--- config.mk ---
export PLATFORM = sky130hd
export DESIGN_NAME = ram_bus_arbiter
export DESIGN_NICKNAME = d
export VERILOG_FILES = /design/src/rtl/ram_bus_arbiter_pkg.sv /design/src/rtl/ram_rr_grant.sv /design/src/rtl/ram_bus_arbiter.sv
export SDC_FILE = /design/constraint.sdc
export NUM_CORES = 1
export LEC_CHECK = 0
export CORE_ASPECT_RATIO = 1.5
export CORE_MARGIN = 5
export CORE_UTILIZATION = 43
export DETAILED_ROUTE_END_ITERATION = 7
export PLACE_DENSITY_LB_ADDON = 0.12
export SYNTH_ARGS = -nofsm -noshare
export SYNTH_HDL_FRONTEND = slang
export SYNTH_HIERARCHICAL = 1
export SYNTH_SLANG_ARGS = --single-unit
--- constraint.sdc ---
create_clock -name clk -period 5.1 [get_ports clk]
set_input_delay 0.765 -clock clk [delete_from_list [all_inputs] [get_ports clk]]
set_output_delay 0.765 -clock clk [all_outputs]
set_load 0.005 [all_outputs]
--- src/rtl/ram_bus_arbiter_pkg.sv ---
// Shared types for the RAM bus arbiter: FSM states, grant codes
// and the byte-lane decode helper.
package ram_bus_arbiter_pkg;

    typedef enum logic [1:0] {
        S_IDLE,
        S_ACCESS,
        S_CAPTURE,
        S_RESP
    } state_t;

    typedef enum logic [1:0] {
        GNT_HOST,
        GNT_IBUS,
        GNT_DBUS
    } gnt_t;

    // One bit of the one-hot lane decode: true when lane 'bit_idx' is
    // the lane selected by byte index 'idx'.
    function automatic logic lane_dec(input int idx, input int bit_idx);
        return idx == bit_idx;
    endfunction

endpackage

--- src/rtl/ram_rr_grant.sv ---
// Host-priority grant with 2-way round-robin between ibus and dbus.
// Purely combinational; the rr_last register lives in the caller.
module ram_rr_grant
    import ram_bus_arbiter_pkg::*;
(
    input  logic i_host_req,
    input  logic i_ibus_req,
    input  logic i_dbus_req,
    input  gnt_t i_rr_last,
    output logic o_valid,
    output gnt_t o_gnt
);

    always_comb begin
        o_valid = i_host_req | i_ibus_req | i_dbus_req;
        o_gnt   = GNT_HOST;
        if (i_host_req) begin
            o_gnt = GNT_HOST;
        end else if (i_ibus_req && i_dbus_req) begin
            // the CPU port not served last wins a tie
            o_gnt = (i_rr_last == GNT_IBUS) ? GNT_DBUS : GNT_IBUS;
        end else if (i_ibus_req) begin
            o_gnt = GNT_IBUS;
        end else if (i_dbus_req) begin
            o_gnt = GNT_DBUS;
        end
    end

endmodule

--- src/rtl/ram_bus_arbiter.sv ---
// Arbitrated access sequencer sharing one single-port sync RAM between
// a host byte port, the CPU instruction bus and the CPU data bus.
module ram_bus_arbiter
    import ram_bus_arbiter_pkg::*;
#(
    parameter int AW = 5,
    parameter int DW = 32,
    localparam int LANES = DW / 8,
    localparam int LB = $clog2(LANES)
) (
    input  logic             clk,
    input  logic             rst_n,
    input  logic             host_req,
    input  logic             host_we,
    input  logic [AW+LB-1:0] host_addr,
    input  logic [7:0]       host_wdata,
    output logic [7:0]       host_rdata,
    output logic             host_ack,
    input  logic             ibus_cyc,
    input  logic [31:0]      ibus_adr,
    output logic [DW-1:0]    ibus_rdt,
    output logic             ibus_ack,
    input  logic             dbus_cyc,
    input  logic [31:0]      dbus_adr,
    input  logic             dbus_we,
    input  logic [LANES-1:0] dbus_sel,
    input  logic [DW-1:0]    dbus_wdt,
    output logic [DW-1:0]    dbus_rdt,
    output logic             dbus_ack,
    output logic             ram_en,
    output logic [AW-1:0]    ram_addr,
    output logic [LANES-1:0] ram_we,
    output logic [DW-1:0]    ram_di,
    input  logic [DW-1:0]    ram_do
);

    state_t           r_state;
    state_t           w_state_nxt;
    gnt_t             r_gnt;
    gnt_t             r_rr_last;
    gnt_t             w_gnt;
    logic             w_req;
    logic [LB-1:0]    w_host_lane;
    logic [LB-1:0]    r_lane;
    logic [LANES-1:0] w_host_mask;
    logic [AW-1:0]    w_addr;
    logic [LANES-1:0] w_we;
    logic [DW-1:0]    w_di;
    logic             r_ram_en;
    logic [AW-1:0]    r_ram_addr;
    logic [LANES-1:0] r_ram_we;
    logic [DW-1:0]    r_ram_di;
    logic [7:0]       r_host_rdata;
    logic [DW-1:0]    r_ibus_rdt;
    logic [DW-1:0]    r_dbus_rdt;
    logic             r_host_ack;
    logic             r_ibus_ack;
    logic             r_dbus_ack;
    logic             w_unused;

    // CPU addresses alias modulo the RAM depth; low bits are lane selects
    assign w_unused = ^{ibus_adr[31:AW+LB], ibus_adr[LB-1:0],
                        dbus_adr[31:AW+LB], dbus_adr[LB-1:0]};

    assign w_host_lane = host_addr[LB-1:0];

    ram_rr_grant u_grant (
        .i_host_req (host_req),
        .i_ibus_req (ibus_cyc),
        .i_dbus_req (dbus_cyc),
        .i_rr_last  (r_rr_last),
        .o_valid    (w_req),
        .o_gnt      (w_gnt)
    );

    always_comb begin
        w_host_mask = '0;
        for (int i = 0; i < LANES; i++) begin
            w_host_mask[i] = lane_dec(int'(w_host_lane), i);
        end
    end

    always_comb begin
        w_addr = '0;
        w_we   = '0;
        w_di   = '0;
        unique case (w_gnt)
            GNT_HOST: begin
                w_addr = host_addr[AW+LB-1:LB];
                w_we   = host_we ? w_host_mask : '0;
                w_di   = {LANES{host_wdata}};
            end
            GNT_IBUS: begin
                w_addr = ibus_adr[AW+LB-1:LB];
            end
            GNT_DBUS: begin
                w_addr = dbus_adr[AW+LB-1:LB];
                w_we   = dbus_we ? dbus_sel : '0;
                w_di   = dbus_wdt;
            end
            default: ;
        endcase
    end

    always_comb begin
        w_state_nxt = r_state;
        unique case (r_state)
            S_IDLE:    if (w_req) w_state_nxt = S_ACCESS;
            S_ACCESS:  w_state_nxt = S_CAPTURE;
            S_CAPTURE: w_state_nxt = S_RESP;
            S_RESP:    w_state_nxt = S_IDLE;
            default:   w_state_nxt = S_IDLE;
        endcase
    end

    always_ff @(posedge clk or negedge rst_n) begin
        if (!rst_n) begin
            r_state <= S_IDLE;
        end else begin
            r_state <= w_state_nxt;
        end
    end

    always_ff @(posedge clk or negedge rst_n) begin
        if (!rst_n) begin
            r_gnt        <= GNT_HOST;
            r_rr_last    <= GNT_IBUS;
            r_lane       <= '0;
            r_ram_en     <= 1'b0;
            r_ram_addr   <= '0;
            r_ram_we     <= '0;
            r_ram_di     <= '0;
            r_host_rdata <= '0;
            r_ibus_rdt   <= '0;
            r_dbus_rdt   <= '0;
            r_host_ack   <= 1'b0;
            r_ibus_ack   <= 1'b0;
            r_dbus_ack   <= 1'b0;
        end else begin
            // enable, write strobes and acks are single-cycle pulses
            r_ram_en   <= 1'b0;
            r_ram_we   <= '0;
            r_host_ack <= 1'b0;
            r_ibus_ack <= 1'b0;
            r_dbus_ack <= 1'b0;
            if (r_state == S_IDLE && w_req) begin
                r_gnt      <= w_gnt;
                r_lane     <= w_host_lane;
                r_ram_en   <= 1'b1;
                r_ram_addr <= w_addr;
                r_ram_we   <= w_we;
                r_ram_di   <= w_di;
                if (w_gnt != GNT_HOST) begin
                    r_rr_last <= w_gnt;
                end
            end
            if (r_state == S_CAPTURE) begin
                unique case (r_gnt)
                    GNT_HOST: begin
                        r_host_rdata <= ram_do[{r_lane, 3'b000} +: 8];
                        r_host_ack   <= 1'b1;
                    end
                    GNT_IBUS: begin
                        r_ibus_rdt <= ram_do;
                        r_ibus_ack <= 1'b1;
                    end
                    GNT_DBUS: begin
                        r_dbus_rdt <= ram_do;
                        r_dbus_ack <= 1'b1;
                    end
                    default: ;
                endcase
            end
        end
    end

    assign ram_en     = r_ram_en;
    assign ram_addr   = r_ram_addr;
    assign ram_we     = r_ram_we;
    assign ram_di     = r_ram_di;
    assign host_rdata = r_host_rdata;
    assign host_ack   = r_host_ack;
    assign ibus_rdt   = r_ibus_rdt;
    assign ibus_ack   = r_ibus_ack;
    assign dbus_rdt   = r_dbus_rdt;
    assign dbus_ack   = r_dbus_ack;

endmodule

After elaboration in Yosys (flattened, before gate mapping)

Cells that the tools add are included.

Register bits: 125
Bits of input ports: 154
Output and inout bits: 117
Word-level logic and storage cells: 60

Eq/ne operators: 12
Shifts and indexed selects: 1
Multiplexer cells: 20
Bitwise operators: 2
Reductions and logical operators: 11

Operator list:

| operator                                             | number |
|---|---|
| one-hot mux 32 bit (2 select lines)                  | 1 |
| variable part select 32 x 6 -> 8 bit                 | 1 |
| one-hot mux 5 bit (3 select lines)                   | 1 |
| equality test 2 bit (second input constant)          | 6 |
| two-way mux 2 bit                                    | 6 |
| two-way mux 4 bit                                    | 3 |
| equality test 2 x 1 -> 1 bit (second input constant) | 5 |
| logical NOT 2 bit                                    | 4 |
| one-hot mux 2 bit (4 select lines)                   | 1 |
| one-hot mux 4 bit (2 select lines)                   | 1 |
| AND reduction 2 bit                                  | 4 |
| two-way mux 1 bit                                    | 7 |
| logical AND 1 bit                                    | 2 |
| inequality test 2 bit (second input constant)        | 1 |
| bitwise OR 1 bit                                     | 2 |
| nonzero test 2 bit                                   | 1 |

Longest topological paths before layout

Word-level depth: 7
Depth in mapped cells: 7
Mapped depth without buffers: 6

Hierarchy

Netlist, hierarchy kept.

Modules (own cells, without submodules):

| module          | instances | cells an instance | area an instance (um^2) | seq. area each (um^2) |
|---|---|---|---|---|
| ram_bus_arbiter | 1         | 394               | 5,118.7                 | 3,129.3 |
| ram_rr_grant    | 1         | 7                 | 40.0                    | 0.0 |

Least setup slack after synthesis

OpenSTA, ideal clock, no wires.

Kind: input to register
Start: in ibus_cyc
End: reg r_lane[0]
Library setup time: 0.134 ns
Arrival time: 1.881 ns
Required time: 4.966 ns
Setup slack: 3.086 ns
Stages: 5
Buffers on the path: 2
Path through: or3_1 > nand2_1 > clkbuf_1 > clkbuf_1 > o21ai_0

Longest elaborated chain between the ends: 3

RTL lines:

| element                       | line                   | RTL |
|---|---|---|
| from (decl)                   | ram_bus_arbiter.sv:19  | `input logic ibus_cyc,` |
| bitwise OR 1 bit (2 in a row) | ram_rr_grant.sv:15     | `o_valid = i_host_req \| i_ibus_req \| i_dbus_req;` |
| logical AND 1 bit             | ram_bus_arbiter.sv:146 | `if (r_state == S_IDLE && w_req) begin` |
| to (signal assigned)          | ram_bus_arbiter.sv:148 | `r_lane <= w_host_lane;` |
| to (decl)                     | ram_bus_arbiter.sv:44  | `logic [LB-1:0] r_lane;` |

Every way passes these cells.
A chain may end at the register's enable or synchronous reset.

Worst setup path after layout

Start: in host_req
End: reg r_ram_di[5], in the netlist ram_di[5]

Longest elaborated chain between the ends: 3
Elaborated cells between the ends (all ways): 7
Those cells by class: 1 x eq/ne; 2 x mux; 2 x bitwise; 2 x reduce/logical

RTL lines:

| element                                                  | line                   | RTL |
|---|---|---|
| from (decl)                                              | ram_bus_arbiter.sv:13  | `input logic host_req,` |
| two-way mux 2 bit (*)                                    | ram_rr_grant.sv:17     | `if (i_host_req) begin` |
| net w_gnt[1]                                             | ram_bus_arbiter.sv:41  | `gnt_t w_gnt;` |
| equality test 2 bit or logical NOT 2 bit (tied branches) | ram_bus_arbiter.sv:87  | `unique case (w_gnt)` |
| one-hot mux 32 bit (2 select lines) (*)                  | ram_bus_arbiter.sv:87  |  |
| to (signal assigned)                                     | ram_bus_arbiter.sv:152 | `r_ram_di <= w_di;` |
| to (decl)                                                | ram_bus_arbiter.sv:52  | `logic [DW-1:0] r_ram_di;` |

Mark *: on every way through the listed nets, which the timed path passes. The rest lies on a longest branch.

==> impl_metrics.tcl <==
set metrics [dict create \
    grt_pass1_vias 4343 \
    clock-sinks 125 \
    dieArea_mm2 0.0143 \
    place_ws_ns 2.17 \
    cts_buffer_depth 2 \
    dr.first_iter.drc_count 71 \
    cp-start-kind "primary input" \
    p_sw_mw 1.38 \
    setup_ws_ns 2.55 \
    critPathCaptureType "register" \
    drc_errors 0 \
    met1_usage_pct 21.9 \
    final_common_cell "clkdlybuf4s50_1" \
    clkTransAtPathRegs_ns 0.06 \
    syn-cell-area_mm2 0.00516 \
    postLayoutCellArea_mm2 0.00812 \
    status "completed" \
    path_class "primary input to register" \
    power_mw 4.97 \
    synthDistinctLibCells 26 \
    routabilityCongestion 0.813 \
    gr-max-usage-layer "met2" \
    grt_pass1_wl_mm 22.9 \
    cp_data_arrival_time_ns 2.82 \
    netSwitchingFraction_pct 27.7 \
    slowest_stage "a21oi_4" \
    die_height_um 144 \
    final_util_pct 68.2 \
    post-route-period-util_pct 50.1 \
    num-nets-final 777 \
    drive_above_1_share_pct 18.6 \
    met2_usage_pct 36.9 \
    p_leak_nw 3.47 \
    track_usage_pct 20.7 \
    max_cap_violations 0 \
    seq_area_frac_synth_pct 60.7 \
    p_int_mw 3.59 \
    slowest_delay_ns 0.62 \
    die_x_um 99.4 \
    antenna_left 0 \
    final.setup.tns_ns 0 \
    timing.final.crit_period_ns 2.55 \
    register_area_mm2 0.00313 \
    io_pins 271 \
    final_cell_mix "clkdlybuf4s50_1 (215), dfrtp_1 (124), mux2_2 (73)" \
    finalWirelength_mm 14.4 \
    cts_root_buf "clkbuf_16" \
    row_count 49 \
    grt_antenna_before_repair 0 \
    postCtsSetupRepairBufs 0 \
    peakVddDrop_v 0.000264 \
    placed_area_mm2 0.00747 \
    via_per_inst 5.11 \
    final_max_slew_viol_count 0 \
    power_density_mw_per_mm2 613 \
    worst_clock_skew_ns 0.00846 \
    coreArea_mm2 0.0119 \
    fillCellCount 928 \
    diodes 0 \
    cts_tree "yes" \
    cts_max_level 4 \
    post_drt_wl_per_cell_um 18.3 \
    postSynthRegisterBits 125 \
    slew_headroom_pct 28.6 \
    clk_latency_ns 0.41 \
    worst_pin_slew_ns 1.07 \
    area_delta_synth_final_pct 57.3 \
    syn_nets 558 \
    setup.worst_path.start "host_req" \
    post-dp-hpwl_mm 10.7 \
    cp_cell_sequence "clkdlybuf4s50_1 -> nand2b_1 -> a21oi_4 -> buf_4 -> nor2b_1 -> a21oi_1 -> o21ai_0" \
    p_comb_share_pct 38.6 \
    met3_usage_pct 8.83 \
    pwr-share-seq_pct 35.0 \
    min-delay-start "ram_addr[2]" \
    worstPathRequired_ns 5.37 \
    rsz0062_at_grt "false" \
    synthCells 401 \
    multi_input_area_mm2 0.00190 \
    setup_violations 0 \
    timing.rr.start "r_rr_last[0]" \
    grt_overflow 0 \
    grt_max_degree 85 \
    num_vias 4015 \
    hold_viol 0 \
    synth_warnings 6 \
    cts_buffers 17 \
    holdCritPathClass "register to register" \
    dr.pass1.iters 4 \
    power.clock.fraction_pct 26.5 \
    port_buffers 216 \
    initial_core_util_pct 43.4 \
    cp_max_fo 28 \
    fmax_mhz 392 \
    hold_buffers 0 \
    ctsResizeCount 0 \
    syn_avg_cell_area_um2 12.9 \
]
[stage by stage]
stage               cells  hold WS, ns
floorplan             401        0.469
global placement      754        0.462
detailed placement    754        0.470
CTS                   786        0.483
global route          786        0.502
finish                786        0.473
[cell families after synthesis]
| family | count (synthesis) | share of synthesized area, % |
|---|---|---|
| compound gates | 84 | 9.07 |
| fa+ha+maj | 3 | 0.728 |
| buf+inv | 32 | 2.72 |
| flops | 125 | 60.7 |
| mux | 86 | 20.6 |
| simple gates | 71 | 6.21 |
[Yosys cell counts (all sizes together)]
| master | count | area share (%) |
|---|---|---|
| dfrtp | 124 | 60 |
| mux2 | 73 | 16 |
| nand2 | 49 | 3.6 |
| o21ai | 38 | 3.7 |
| a21oi | 34 | 3.3 |
| buf | 12 | 1.3 |
| clkbuf | 11 | 0.80 |
| nor2b | 10 | 1.2 |
| inv | 9 | 0.65 |
| mux4 | 8 | 3.7 |
| a2bb2oi | 5 | 0.85 |
| mux2i | 5 | 0.97 |
| a22o | 4 | 0.68 |
| ha | 3 | 0.73 |
| nand2b | 3 | 0.36 |
| nand3b | 3 | 0.44 |
| a32o | 2 | 0.39 |
| nor2 | 2 | 0.15 |
| nor3 | 2 | 0.19 |
| a311oi | 1 | 0.17 |
| dfstp | 1 | 0.51 |
| or3 | 1 | 0.12 |
| or3b | 1 | 0.17 |
[path summary, 6_finish.rpt]
check / depth (start not counted) / slack, ns / end
max in group asynchronous: 2 / 3.43 / r_rr_last[0]
setup / recovery: 7 / 2.55 / ram_di[5]
hold reg to reg: 2 / 0.47 / ram_addr[2]
setup reg to reg: 6 / 2.84 / ram_di[5]
min in group asynchronous: 1 / 0.54 / dbus_rdt[12]
hold / removal: 2 / 0.47 / ram_addr[2]
[worst max-delay path: cells and delay by family]
family	cells	cell delay, ns
compound gates	3	0.86
buf+inv	2	0.82
simple gates	2	0.36
[power groups by stage]
stage,clock (mW),sequential (mW),combinational [mW]
after floorplan,0,1.73,0.757
final,1.32,1.74,1.92
after global routing,1.39,1.80,2.08
after global placement,0,1.73,1.90
after CTS,1.34,1.75,1.96
after detailed placement,0,1.76,1.95
[state kept, by name (all words and copies together) (netlist names), 2 cells and up]
name,flops
dbus_rdt,32
ibus_rdt,32
ram_di,32
host_rdata,8
ram_addr,5
ram_we,4
r_gnt,2
r_lane,2
r_rr_last,2
r_state,2
[metal layers]
metal | share of wire [%] | wire [um]
met5 | 0 | 0
met4 | 1.0 | 151
met3 | 9.3 | 1340
met2 | 54 | 7770
met1 | 36 | 5140
[cell type report]
cell class,instances,area share (%)
Sequential cell,125,38.6
Timing Repair Buffer,223,27.3
Multi-Input combinational cell,244,23.4
Clock buffer,21,5.67
Tap cell,153,2.36
Clock inverter,11,2.33
Inverter,9,0.416
No activity file was read; power rests on OpenSTA's default activity.
